File: src/rtl/burst_cmd_sequencer_if.sv
// Bundle of command, write-stream, read-return and memory-path signals
// for burst_cmd_sequencer. slave = sequencer side, master = environment.
interface burst_cmd_sequencer_if #(
    parameter int ADDR_WIDTH = 8,
    parameter int DATA_WIDTH = 16,
    parameter int LEN_WIDTH  = 4
);
    // command channel
    logic                  cmd_valid;
    logic                  cmd_ready;
    logic                  cmd_write;
    logic [ADDR_WIDTH-1:0] cmd_addr;
    logic [LEN_WIDTH-1:0]  cmd_len;
    // write-data stream
    logic [DATA_WIDTH-1:0] wdata;
    logic                  wdata_valid;
    logic                  wdata_ready;
    // read return and completion
    logic [DATA_WIDTH-1:0] rdata;
    logic                  rdata_valid;
    logic                  done;
    // memory path
    logic                  burst_en;
    logic [ADDR_WIDTH-1:0] addr_out;
    logic                  wren;
    logic                  rden;
    logic [DATA_WIDTH-1:0] wr_data;
    logic [DATA_WIDTH-1:0] mem_rd_data;

    modport slave (
        input  cmd_valid, cmd_write, cmd_addr, cmd_len,
        input  wdata, wdata_valid, mem_rd_data,
        output cmd_ready, wdata_ready, rdata, rdata_valid, done,
        output burst_en, addr_out, wren, rden, wr_data
    );

    modport master (
        output cmd_valid, cmd_write, cmd_addr, cmd_len,
        output wdata, wdata_valid, mem_rd_data,
        input  cmd_ready, wdata_ready, rdata, rdata_valid, done,
        input  burst_en, addr_out, wren, rden, wr_data
    );
endinterface

File: src/rtl/burst_cmd_sequencer.sv
// Expands one burst command at a time into per-beat SRAM strobes.
// Ports: clk, rstn (sync, active-low), bus (slave modport of the if).
module burst_cmd_sequencer #(
    parameter int ADDR_WIDTH = 8,
    parameter int DATA_WIDTH = 16,
    parameter int LEN_WIDTH  = 4,
    parameter int RD_LAT     = 1
) (
    input  logic                  clk,
    input  logic                  rstn,
    burst_cmd_sequencer_if.slave  bus
);

    typedef enum logic [1:0] {
        IDLE,
        WRITE,
        READ,
        DRAIN
    } state_t;

    state_t                state_q;
    state_t                state_nx;
    logic [ADDR_WIDTH-1:0] base_q;
    logic [ADDR_WIDTH-1:0] base_nx;
    logic [LEN_WIDTH-1:0]  len_q;
    logic [LEN_WIDTH-1:0]  len_nx;
    logic [LEN_WIDTH-1:0]  beat_q;
    logic [LEN_WIDTH-1:0]  beat_nx;

    logic                  cmd_ready_q;
    logic                  cmd_ready_nx;
    logic                  wdata_ready_q;
    logic                  wdata_ready_nx;
    logic                  burst_en_q;
    logic                  burst_en_nx;
    logic [ADDR_WIDTH-1:0] addr_q;
    logic [ADDR_WIDTH-1:0] addr_nx;
    logic                  wren_q;
    logic                  wren_nx;
    logic                  rden_q;
    logic                  rden_nx;
    logic [DATA_WIDTH-1:0] wr_data_q;
    logic [DATA_WIDTH-1:0] wr_data_nx;
    logic                  done_wr_q;
    logic                  done_wr_nx;

    logic [RD_LAT-1:0]     vpipe_q;
    logic [RD_LAT-1:0]     vpipe_nx;
    logic [DATA_WIDTH-1:0] rhold_q;

    logic                  last_beat;
    logic [ADDR_WIDTH-1:0] beat_addr;
    logic                  ret_valid;
    logic                  pipe_busy;
    logic                  rd_last;

    assign last_beat = (beat_q == len_q);
    assign beat_addr = base_q + ADDR_WIDTH'(beat_q);
    assign ret_valid = vpipe_q[RD_LAT-1];

    // The returning beat is the last one when nothing else is still
    // in flight: no rden this cycle and no younger pipe stage set.
    always_comb begin
        pipe_busy = rden_q;
        for (int i = 0; i < RD_LAT - 1; i++) begin
            pipe_busy = pipe_busy | vpipe_q[i];
        end
        rd_last = (state_q == DRAIN) && ret_valid && !pipe_busy;
    end

    // Valid shift pipe; stage 0 follows the registered rden strobe.
    always_comb begin
        vpipe_nx    = '0;
        vpipe_nx[0] = rden_q;
        for (int i = 1; i < RD_LAT; i++) begin
            vpipe_nx[i] = vpipe_q[i-1];
        end
    end

    always_comb begin
        state_nx    = state_q;
        base_nx     = base_q;
        len_nx      = len_q;
        beat_nx     = beat_q;
        burst_en_nx = 1'b0;
        addr_nx     = addr_q;
        wren_nx     = 1'b0;
        rden_nx     = 1'b0;
        wr_data_nx  = wr_data_q;
        done_wr_nx  = 1'b0;

        unique case (state_q)
            IDLE: begin
                if (bus.cmd_valid && cmd_ready_q) begin
                    base_nx  = bus.cmd_addr;
                    len_nx   = bus.cmd_len;
                    beat_nx  = '0;
                    state_nx = bus.cmd_write ? WRITE : READ;
                end
            end
            WRITE: begin
                if (bus.wdata_valid && wdata_ready_q) begin
                    wren_nx     = 1'b1;
                    wr_data_nx  = bus.wdata;
                    addr_nx     = beat_addr;
                    burst_en_nx = (beat_q != '0);
                    beat_nx     = beat_q + 1'b1;
                    if (last_beat) begin
                        state_nx   = IDLE;
                        done_wr_nx = 1'b1;
                    end
                end
            end
            READ: begin
                rden_nx     = 1'b1;
                addr_nx     = beat_addr;
                burst_en_nx = (beat_q != '0);
                beat_nx     = beat_q + 1'b1;
                if (last_beat) begin
                    state_nx = DRAIN;
                end
            end
            DRAIN: begin
                if (rd_last) begin
                    state_nx = IDLE;
                end
            end
            default: begin
                state_nx = IDLE;
            end
        endcase

        // Hold off a new command during the write done cycle so the
        // next acceptance is always the cycle after done.
        cmd_ready_nx   = (state_nx == IDLE) && !done_wr_nx;
        wdata_ready_nx = (state_nx == WRITE);
    end

    always_ff @(posedge clk) begin
        if (!rstn) begin
            state_q       <= IDLE;
            base_q        <= '0;
            len_q         <= '0;
            beat_q        <= '0;
            cmd_ready_q   <= 1'b0;
            wdata_ready_q <= 1'b0;
            burst_en_q    <= 1'b0;
            addr_q        <= '0;
            wren_q        <= 1'b0;
            rden_q        <= 1'b0;
            wr_data_q     <= '0;
            done_wr_q     <= 1'b0;
            vpipe_q       <= '0;
            rhold_q       <= '0;
        end else begin
            state_q       <= state_nx;
            base_q        <= base_nx;
            len_q         <= len_nx;
            beat_q        <= beat_nx;
            cmd_ready_q   <= cmd_ready_nx;
            wdata_ready_q <= wdata_ready_nx;
            burst_en_q    <= burst_en_nx;
            addr_q        <= addr_nx;
            wren_q        <= wren_nx;
            rden_q        <= rden_nx;
            wr_data_q     <= wr_data_nx;
            done_wr_q     <= done_wr_nx;
            vpipe_q       <= vpipe_nx;
            if (ret_valid) begin
                rhold_q <= bus.mem_rd_data;
            end
        end
    end

    // rdata passes the memory data through on a return cycle and
    // otherwise holds the last returned beat.
    assign bus.rdata       = ret_valid ? bus.mem_rd_data : rhold_q;
    assign bus.rdata_valid = ret_valid;
    assign bus.done        = done_wr_q | rd_last;
    assign bus.cmd_ready   = cmd_ready_q;
    assign bus.wdata_ready = wdata_ready_q;
    assign bus.burst_en    = burst_en_q;
    assign bus.addr_out    = addr_q;
    assign bus.wren        = wren_q;
    assign bus.rden        = rden_q;
    assign bus.wr_data     = wr_data_q;

endmodule
File: src/flat_wrapper.sv
// flat-port wrapper written by rule: the top's interface ports become plain ports
module burst_cmd_sequencer_flat 
#(
    parameter int ADDR_WIDTH = 8,
    parameter int DATA_WIDTH = 16,
    parameter int LEN_WIDTH  = 4,
    parameter int RD_LAT     = 1
)
  (clk, rstn, bus_cmd_valid, bus_cmd_write, bus_cmd_addr, bus_cmd_len, bus_wdata, bus_wdata_valid, bus_mem_rd_data, bus_cmd_ready, bus_wdata_ready, bus_rdata, bus_rdata_valid, bus_done, bus_burst_en, bus_addr_out, bus_wren, bus_rden, bus_wr_data);
  burst_cmd_sequencer_if #(.ADDR_WIDTH(ADDR_WIDTH), .DATA_WIDTH(DATA_WIDTH), .LEN_WIDTH(LEN_WIDTH)) bus_i ();
  input  logic clk;
  input  logic rstn;
  input wire logic [$bits(bus_i.cmd_valid)-1:0] bus_cmd_valid;
  input wire logic [$bits(bus_i.cmd_write)-1:0] bus_cmd_write;
  input wire logic [$bits(bus_i.cmd_addr)-1:0] bus_cmd_addr;
  input wire logic [$bits(bus_i.cmd_len)-1:0] bus_cmd_len;
  input wire logic [$bits(bus_i.wdata)-1:0] bus_wdata;
  input wire logic [$bits(bus_i.wdata_valid)-1:0] bus_wdata_valid;
  input wire logic [$bits(bus_i.mem_rd_data)-1:0] bus_mem_rd_data;
  output wire logic [$bits(bus_i.cmd_ready)-1:0] bus_cmd_ready;
  output wire logic [$bits(bus_i.wdata_ready)-1:0] bus_wdata_ready;
  output wire logic [$bits(bus_i.rdata)-1:0] bus_rdata;
  output wire logic [$bits(bus_i.rdata_valid)-1:0] bus_rdata_valid;
  output wire logic [$bits(bus_i.done)-1:0] bus_done;
  output wire logic [$bits(bus_i.burst_en)-1:0] bus_burst_en;
  output wire logic [$bits(bus_i.addr_out)-1:0] bus_addr_out;
  output wire logic [$bits(bus_i.wren)-1:0] bus_wren;
  output wire logic [$bits(bus_i.rden)-1:0] bus_rden;
  output wire logic [$bits(bus_i.wr_data)-1:0] bus_wr_data;
  assign bus_i.cmd_valid = bus_cmd_valid;
  assign bus_i.cmd_write = bus_cmd_write;
  assign bus_i.cmd_addr = bus_cmd_addr;
  assign bus_i.cmd_len = bus_cmd_len;
  assign bus_i.wdata = bus_wdata;
  assign bus_i.wdata_valid = bus_wdata_valid;
  assign bus_i.mem_rd_data = bus_mem_rd_data;
  assign bus_cmd_ready = bus_i.cmd_ready;
  assign bus_wdata_ready = bus_i.wdata_ready;
  assign bus_rdata = bus_i.rdata;
  assign bus_rdata_valid = bus_i.rdata_valid;
  assign bus_done = bus_i.done;
  assign bus_burst_en = bus_i.burst_en;
  assign bus_addr_out = bus_i.addr_out;
  assign bus_wren = bus_i.wren;
  assign bus_rden = bus_i.rden;
  assign bus_wr_data = bus_i.wr_data;
  burst_cmd_sequencer #(.ADDR_WIDTH(ADDR_WIDTH), .DATA_WIDTH(DATA_WIDTH), .LEN_WIDTH(LEN_WIDTH), .RD_LAT(RD_LAT)) u_core (.clk(clk), .rstn(rstn), .bus(bus_i));
endmodule
File: config.mk
export PLATFORM = sky130hd
export DESIGN_NAME = burst_cmd_sequencer_flat
export DESIGN_NICKNAME = d
export VERILOG_FILES = /design/src/rtl/burst_cmd_sequencer_if.sv /design/src/rtl/burst_cmd_sequencer.sv /design/src/flat_wrapper.sv
export SDC_FILE = /design/constraint.sdc
export NUM_CORES = 1
export LEC_CHECK = 0
export ABC_CLOCK_PERIOD_IN_PS = 2300
export CORE_UTILIZATION = 45
export DETAILED_ROUTE_END_ITERATION = 6
export PLACE_DENSITY = 0.8
export SYNTH_ARGS = -nofsm -noshare
export SYNTH_HDL_FRONTEND = slang
export SYNTH_SLANG_ARGS = --single-unit
export TNS_END_PERCENT = 50
File: constraint.sdc
create_clock -name clk -period 2.3 [get_ports clk]
set_input_delay 0.46 -clock clk [delete_from_list [all_inputs] [get_ports clk]]
set_output_delay 0.46 -clock clk [all_outputs]
set_load 0.01 [all_outputs]
==> results of run 1 <==
power by group:
part / internal (µW) / switching [µW] / leakage (µW)
Combinational: 215 / 186 / 0.000876
Clock: 633 / 400 / 0.000106
Sequential: 1170 / 32.8 / 0.000526
Total: 2020 / 619 / 0.00151
sequential cells by signal (all words and copies together), names as in the netlist:
signal and count:
u_core.len_q 4, u_core.bus.addr_out 8, u_core.bus.wdata_ready 1, u_core.bus.cmd_ready 1, u_core.bus.wr_data 16, u_core.bus.rden 1
u_core.bus.burst_en 1, u_core.bus.wren 1, u_core.rhold_q 16, u_core.beat_q 4, u_core.bus.rdata_valid 1, u_core.base_q 8
u_core.done_wr_q 1, u_core.state_q 2
per-layer routing:
metal,wire (µm),vias up
met3,404,8
met4,100,0
met2,2950,73
met1,2840,1088
met5,0,-
li1,-,1229
cells in the mapped netlist:
library cell	instances	area [µm²]
dfxtp_1	65	1300
nand2_1	63	236
a21oi_1	34	170
and2_1	20	125
mux2_2	17	191
nor2_1	12	45.0
ha_1	11	138
o21ai_0	10	50.1
clkbuf_1	9	33.8
inv_1	7	26.3
nand3_1	6	30.0
xnor2_1	6	52.6
buf_2	5	25.0
mux2i_1	5	50.1
a211oi_1	4	30.0
nor3_1	4	20.0
nand2b_1	3	18.8
or3_1	3	18.8
a21o_1	2	15.0
and3_1	2	12.5
xor2_1	2	17.5
a2111oi_1	1	10.0
a21boi_0	1	7.51
a21boi_1	1	7.51
a21oi_2	1	8.76
a221oi_4	1	26.3
a311oi_1	1	8.76
a31o_2	1	8.76
a31oi_1	1	6.26
fa_1	1	20.0
nand2_2	1	6.26
nand4_1	1	6.26
nand4b_1	1	8.76
nor3b_1	1	7.51
o2111ai_1	1	8.76
o21a_1	1	7.51
cells by family after synthesis:
family	Yosys count	synth area share [%]
AO/OA/AOI/OAI	60	13.3
XOR/XNOR	8	2.54
AND/OR/NAND/NOR	117	19.4
adder cells (fa/ha/maj)	12	5.72
multiplexers	22	8.76
buffers and inverters	21	3.09
flip-flops	65	47.2
stage by stage:
step | setup slack (ps) | cells | total power, µW | util, % | cell area (µm²)
2_1_floorplan | 542 | 305 | 1430 | - | 2760
3_3_place_gp | 235 | 468 | 1620 | 64.1 | 3790
3_5_place_dp | 215 | 468 | 1630 | 64.1 | 3790
4_1_cts | 41.5 | 483 | 2660 | 67.7 | 4010
5_1_grt | 1.47 | 483 | 2760 | 67.7 | 4010
6_report | 69.6 | 483 | 2640 | 67.7 | 4010
final timing paths:
check	from	slack [ps]	cells after the start	endpoint
setup / recovery	u_core.bus.rdata_valid	70	3	bus_rdata[11]
hold / removal	u_core.bus.wr_data[2]	450	2	u_core.bus.wr_data[2]
setup reg to reg	u_core.beat_q[0]	350	6	u_core.bus.addr_out[6]
hold reg to reg	u_core.bus.wr_data[2]	450	2	u_core.bus.wr_data[2]
critical path, stage by stage (launching register included):
cell	delay [ps]
dfxtp_1	370
buf_6	210
mux2_2	370
clkdlybuf4s50_1	500
placed cells by master, fill, tap and decap left out, drive strengths merged, types with 3 or more instances in the layout:
cell type and instances:
ha 11, or3 3, nand2 64, inv 7, o21ai 10, dfxtp 65
buf 7, mux2 17, nand3 6, and2 20, clkdlybuf4s50 95, a21oi 35
nand2b 3, clkbuf 12, nor2 12, mux2i 5, nor3 4, a211oi 4
xnor2 6
timing repair:
item	4_1_cts	5_1_grt
endpoints found under the setup margin	1	0
gates resized for setup	1	0
buffers inserted	0	0
layout make-up:
class / instances / area (µm²)
Clock buffer: 12 / 145
Clock inverter: 3 / 65.1
Fill cell: 483 / 1910
Inverter: 7 / 26.3
Multi-Input combinational cell: 219 / 1370
Sequential cell: 65 / 1300
Tap cell: 75 / 93.8
Timing Repair Buffer: 102 / 1010
==> flow_summary_export.csv, run 1 <==
group,metric,value,unit
sta,hold_violations,0,
route,first_pass_iters,6,
setup_path,path_class,"reg2out",
global_routing,grt_max_degree,26,
sta,final.setup.tns,0,ps
yosys,yosys_warnings,0,
yosys,synth_nets,366,
power,power_density,658,nW/µm²
yosys,ys_seq_area_share,47.2,%
route,wirelength,6.30,mm
yosys,synth_seq_cells,65,
yosys,synth_cell_types,36,
power,peakVddDrop,0.364,mV
setup_path,arrival,1770,ps
global_routing,grt_util_all_layers,20.8,%
sta,fin_skew,5.56,ps
die,die_w,80.3,µm
setup_path,critPathMaxFanout,17,
clock_network,clock_path_buffers,2,
global_routing,use_met3,5.11,%
sta,slew_viol_final,0,
die,die_area,6440,µm²
setup_path,cp-end-kind,"output pin",
finish,final_net_count,465,
clock_network,cts.reportedPaths.clkPinSlew,70,ps
clock_network,cts_made_buffers,9,
outcome,status,"completed",
place,gp_congestion,0.892,
clock_network,cts_max_level,3,
die,die_y,80.3,µm
sta,fmax,0.448,GHz
clock_network,postCtsHoldBufs,0,
finish,drive_above_1_share,10.0,%
route,wl_per_cell,13.0,µm
clock_network,cts.sinks,65,
global_routing,grt_remaining_overflow,0,
global_routing,met2_usage,34.9,%
place,io_buffers,95,
sta,worstMarginPinSlew,481,ps
global_routing,grt_use_met1,24.3,%
place,dpl.hpwl,4.58,mm
global_routing,grt_pass1_wl,10.3,mm
hold_path,holdCritPathClass,"reg2reg",
die,io_pins,96,
die,floorplan.rows,28,
yosys,synthesis.area,2760,µm²
global_routing,grt_pass1_vias,2354,
clock_network,cts_tree,"done",
finish,syn_to_final_growth,45.4,%
route,drt-initial-drc-count,116,
die,start_util,46.6,%
clock_network,clk-insertion-delay-late,330,ps
setup_path,crit_required,1840,ps
clock_network,root_buffer,"clkbuf_8",
sta,setup_viol,0,
sta,slew_headroom,67.8,%
global_routing,top_usage_layer,"met2",
setup_path,worstSetupStartpointType,"flop",
finish,n_antenna_cell,0,
sta,holdWs,453,ps
sta,rsz0062_at_grt,"false",
route,viasPerCell,4.96,
sta,period_needed,2230,ps
sta,post-route-period-util,97.0,%
global_routing,antenna_found_initial,0,
route,antenna_left,0,
power,leakagePower,0.00151,µW
route,drc,0,
run,maxCapViolCount,0,
yosys,synth_area_per_cell,9.04,µm²
die,core_area,5920,µm²
yosys,synth_cells,305,
route,vias,2398,
(Power assumes the default switching activity.)
==> inputs of run 2 (changes only) <==
Settings changed: GPL_TIMING_DRIVEN set to 0.
==> run 2 against run 1 <==
- maximum frequency grew 1.2%
- design area shrank 0.72%
- first-iteration DRC count grew 2.6%
- clock skew is essentially flat
- largest power group unchanged
- highest routed layer unchanged
==> flow_summary_export.csv, run 2 (synthesized netlist as in run 1, its figures left out) <==
group,metric,value,unit
clock_network,cts_tree,"done",
power,p_sw,595,µW
sta,holdWs,457,ps
sta,slew_headroom,66.9,%
sta,post-route-period-util,95.8,%
route,vias,2469,
global_routing,top_usage_layer,"met2",
clock_network,cts.reportedPaths.clkPinSlew,60,ps
sta,setup_viol,0,
sta,final.setup.tns,0,ps
route,drt-initial-drc-count,119,
power,switching_share,24.6,%
route,drc,0,
die,die_w,80.3,µm
sta,fmax,0.454,GHz
setup_path,cp-end-kind,"output pin",
sta,slew_viol_final,0,
global_routing,grt_remaining_overflow,0,
die,core_area,5920,µm²
route,first_pass_iters,4,
clock_network,clock_path_buffers,2,
global_routing,met2_usage,35.0,%
setup_path,arrival,1740,ps
finish,final_net_count,472,
global_routing,grt_pass1_wl,10.4,mm
finish,syn_to_final_growth,44.4,%
die,floorplan.rows,28,
power,peakVddDrop,0.347,mV
place,post-place-ws,149,ps
route,wl_per_cell,13.0,µm
sta,fin_skew,5.39,ps
die,start_util,46.6,%
sta,rsz0062_at_grt,"false",
clock_network,cts_max_level,3,
clock_network,clk-insertion-delay-late,330,ps
setup_path,path_class,"reg2out",
power,pwr-share-comb,16.5,%
run,maxCapViolCount,0,
clock_network,cts_made_buffers,9,
place,io_buffers,95,
setup_path,worstSetupStartpointType,"flop",
clock_network,root_buffer,"clkbuf_8",
setup_path,slowest_stage,"clkdlybuf4s50_1",
global_routing,grt_pass1_vias,2287,
die,die_area,6440,µm²
sta,worstMarginPinSlew,496,ps
setup_path,path_cells,"ha_1 > a31o_2 > clkdlybuf4s50_1",
power,p_int,1820,µW
setup_path,crit_buf_inv,1,
global_routing,antenna_found_initial,0,
place,gp_congestion,0.845,
finish,post-route-util,67.2,%
finish,final_common_cell,"clkdlybuf4s50_1",
die,die_y,80.3,µm
route,wirelength,6.34,mm
global_routing,use_met3,4.55,%
global_routing,grt_util_all_layers,21.2,%
finish,drive_above_1_share,8.94,%
setup_path,path_delay_family,"buffers and inverters",
finish,n_antenna_cell,0,
sta,layout_setup_ws,96.0,ps
setup_path,cpPeakStageDelay,530,ps
route,antenna_left,0,
power,p_clk_share,33.7,%
route,viasPerCell,5.05,
setup_path,crit_required,1840,ps
global_routing,grt_use_met1,25.2,%
power,pwr-share-seq,49.8,%
power,leakagePower,0.00157,µW
global_routing,grt_max_degree,11,
setup_path,critPathMaxFanout,5,
die,io_pins,96,
finish,layout_common_cells,"clkdlybuf4s50_1, dfxtp_1, nand2_1",
sta,hold_violations,0,
clock_network,cts.sinks,65,
power,power_density,608,nW/µm²
outcome,status,"completed",
hold_path,holdCritPathClass,"reg2reg",
sta,period_needed,2200,ps
place,dpl.hpwl,4.79,mm
[run 2: cell count changes in the layout (fill, tap and decap cells not counted), sizes merged]
cell / previous run / this run
bufinv: 2 / 0
buf: 7 / 5
clkbuf: 12 / 23
dlygate4sd2: 0 / 6
clkdlybuf4s50: 95 / 86
dlymetal6s2s: 0 / 3
clkinv: 1 / 0
[run 2: area by class of cell]
| type | instances | area [µm²] |
|---|---|---|
| Timing Repair Buffer | 95 | 951 |
| Buffer | 14 | 75.1 |
| Clock buffer | 14 | 163 |
| Multi-Input combinational cell | 219 | 1370 |
| Inverter | 7 | 26.3 |
| Fill cell | 497 | 1940 |
| Sequential cell | 65 | 1300 |
| Tap cell | 75 | 93.8 |
[run 2: tightest hold or removal path: cells and delay by family, from the launching register on]
family          cells  cell delay (ps)
flops               1              310
compound gates      1               50
simple gates        1               50
[run 2: worst paths after layout]
check / from / endpoint / slack, ps / cells after the start
setup / recovery: u_core.state_q[0] / bus_done / 100 / 3
hold / removal: u_core.bus.wr_data[2] / u_core.bus.wr_data[2] / 460 / 2
setup reg to reg: u_core.beat_q[0] / u_core.bus.addr_out[6] / 310 / 6
hold reg to reg: u_core.bus.wr_data[2] / u_core.bus.wr_data[2] / 460 / 2
[run 2: what timing repair did]
action                     CTS  global route
pin swaps                    0             0
setup endpoints to repair   10             3
buffers inserted             0             0
gates resized for setup     10             4
hold buffers                 0             0
[run 2: per-layer routing]
metal  share of wire (%)  wire [µm]
met1                  44       2770
met2                  48       3020
met3                 6.1        388
met4                 2.7        171
met5                   0          0
[run 2: power by group through the flow]
stage               Clock [µW]  Combinational (µW)  Sequential [µW]
global route               893                 438             1210
finish                     815                 399             1210
global placement             0                 390             1230
floorplan                    0                 199             1230
detailed placement           0                 400             1230
CTS                        836                 402             1200
[run 2: per-stage QoR]
| stage | cell area [µm²] | instances | total power [µW] |
|---|---|---|---|
| floorplan | 2760 | 305 | 1430 |
| global placement | 3800 | 475 | 1620 |
| detailed placement | 3800 | 475 | 1630 |
| CTS | 3970 | 489 | 2440 |
| global route | 3980 | 489 | 2540 |
| finish | 3980 | 489 | 2420 |
==> inputs of run 3 (changes only) <==
--- a/config.mk
+++ b/config.mk
@@ -6,9 +6,9 @@
 export NUM_CORES = 1
 export LEC_CHECK = 0
-export ABC_CLOCK_PERIOD_IN_PS = 2300
-export CORE_UTILIZATION = 45
+export ABC_CLOCK_PERIOD_IN_PS = 2650
+export CORE_UTILIZATION = 48
 export DETAILED_ROUTE_END_ITERATION = 6
 export GPL_TIMING_DRIVEN = 0
-export PLACE_DENSITY = 0.8
+export PLACE_DENSITY = 0.84
 export SYNTH_ARGS = -nofsm -noshare
 export SYNTH_HDL_FRONTEND = slang
==> constraint.sdc (replaced) <==
create_clock -name clk -period 2.65 [get_ports clk]
set_input_delay 0.53 -clock clk [delete_from_list [all_inputs] [get_ports clk]]
set_output_delay 0.53 -clock clk [all_outputs]
set_load 0.02 [all_outputs]
==> run 3 against run 2 <==
- non-clock buffer count unchanged
- sequential cell count unchanged
- design area down 0.44%
- die area down 6.1%
- worst setup slack better by 33 ps
- critical path depth up 1
- cell count down 0.61%
- total power down 12%
- clock power down 14%
- combinational power down 7.5%
- critical endpoint is now bus_rdata[12]
==> flow_summary_export.csv, run 3 (synthesized netlist as in run 1, its figures left out) <==
group,metric,value,unit
setup_path,path_delay_family,"buffers and inverters",
finish,n_fill_cell,422,
global_routing,grt_max_degree,11,
setup_path,crit_buf_inv,3,
finish,final_common_cell,"clkdlybuf4s50_1",
clock_network,clock_path_buffers,2,
hold_path,holdPathStages,2,
place,gp_congestion,0.776,
clock_network,cts_resized,0,
place,post-place-ws,368,ps
clock_network,postCtsHoldBufs,0,
die,start_util,50.1,%
sta,slew_headroom,63.5,%
finish,n_antenna_cell,0,
power,leakagePower,0.00149,µW
power,power_density,534,nW/µm²
outcome,status,"completed",
finish,drive_above_1_share,8.94,%
route,first_pass_iters,4,
global_routing,grt_util_all_layers,22.9,%
sta,worstMarginPinSlew,547,ps
sta,layout_setup_ws,129,ps
setup_path,reg2reg_depth,6,
global_routing,grt_pass1_vias,2346,
sta,fin_skew,2.02,ps
finish,instances_no_fill,486,
setup_path,worstSetupStartpointType,"flop",
global_routing,grt_remaining_overflow,0,
hold_path,holdCritPathClass,"reg2reg",
sta,fmax,0.397,GHz
sta,final.setup.tns,0,ps
die,core_area,5510,µm²
run,maxCapViolCount,0,
clock_network,cts.reportedPaths.clkPinSlew,60,ps
setup_path,cpPeakStageDelay,540,ps
route,drc,0,
sta,hold_violations,0,
place,io_buffers,95,
clock_network,cts.sinks,65,
setup_path,r2r-end,"u_core.bus.addr_out[6]",
setup_path,arrival,1990,ps
setup_path,path_cells,"buf_2 > buf_4 > mux2_2 > clkdlybuf4s50_1",
setup_path,rrSetupSlack,680,ps
finish,final_net_count,472,
clock_network,cts_setup_buffers,0,
die,die_w,77.8,µm
die,floorplan.rows,27,
global_routing,grt_pass1_wl,10.7,mm
setup_path,slowest_stage,"clkdlybuf4s50_1",
setup_path,crit_required,2120,ps
route,vias,2461,
setup_path,r2r_start,"u_core.beat_q[0]",
place,dpl.hpwl,4.77,mm
power,peakVddDrop,0.349,mV
setup_path,critPathMaxFanout,10,
clock_network,cts_max_level,3,
setup_path,path_class,"reg2out",
route,viasPerCell,5.06,
clock_network,cts_made_buffers,9,
sta,slew_viol_final,0,
die,die_y,77.8,µm
clock_network,cts_tree,"done",
route,antenna_left,0,
die,die_area,6050,µm²
sta,period_needed,2520,ps
clock_network,clk-insertion-delay-late,330,ps
setup_path,cp-end-kind,"output pin",
hold_path,min-delay-start,"u_core.bus.wr_data[8]",
sta,setup_viol,0,
place,dp.cells,472,
die,io_pins,96,
hold_path,hold_path_end,"u_core.bus.wr_data[8]",
finish,layout_common_cells,"clkdlybuf4s50_1, dfxtp_1, nand2_1",
route,wl_per_cell,13.3,µm
sta,rsz0062_at_grt,"false",
sta,post-route-period-util,95.1,%
clock_network,root_buffer,"clkbuf_8",
finish,syn_to_final_growth,43.8,%
route,drt-initial-drc-count,82,
global_routing,antenna_found_initial,0,
setup_path,critPathLaunch,"u_core.bus.rdata_valid",
route,wirelength,6.46,mm
run 3: cell count changes in the layout (fill, tap and decap cells not counted), sizes merged:
| cell | delta |
|---|---|
| dlymetal6s2s | -3 |
| clkdlybuf4s50 | +9 |
| dlygate4sd2 | -6 |
run 3: per-stage QoR:
step	utilization, %	power, µW	cell area [µm²]	hold WS (ps)
after global placement	69.0	1420	3800	442
after global routing	72.0	2230	3960	472
after floorplan	-	1260	2760	440
after detailed placement	69.0	1430	3800	446
final	72.0	2120	3960	453
after CTS	71.9	2140	3960	455
run 3: cell type report:
type	count	area (µm²)	area share, %
inverters	7	26.3	0.663
flip-flops and latches	65	1300	32.8
multi-input cells	219	1370	34.6
plain buffers	14	61.3	1.55
clock buffers	14	163	4.10
repair buffers	95	951	24.0
well taps	72	90.1	2.27
run 3: worst max path at each step:
| stage | to | cells after the start |
|---|---|---|
| 5_1_grt | bus_rdata[11] | 4 |
| 4_1_cts | bus_rdata[9] | 4 |
| 3_5_place_dp | bus_rdata[9] | 3 |
| 6_report | bus_rdata[12] | 4 |
| 3_3_place_gp | bus_rdata[9] | 3 |
| 2_1_floorplan | bus_rdata[10] | 3 |
run 3: routing by layer:
metal	vias to the layer above	global-route usage (%)	part of all wire (%)
met3	14	4.82	4.9
met4	0	14.0	2.2
li1	1239	-	-
met2	81	39.1	49
met1	1127	26.1	44
met5	-	0	0
run 3: worst reg2reg max path, stage by stage (launching register included):
cell	delay [ps]
dfxtp_1	370
ha_1	270
fa_1	420
a21o_1	190
a21oi_1	240
o21ai_0	150
a311oi_1	250
run 3: report_power, final:
part | leakage (µW) | internal [µW] | switching [µW]
Clock | 0.0000826 | 381 | 321
Combinational | 0.000878 | 186 | 184
Sequential | 0.000526 | 1020 | 29.1
Total | 0.00149 | 1580 | 533
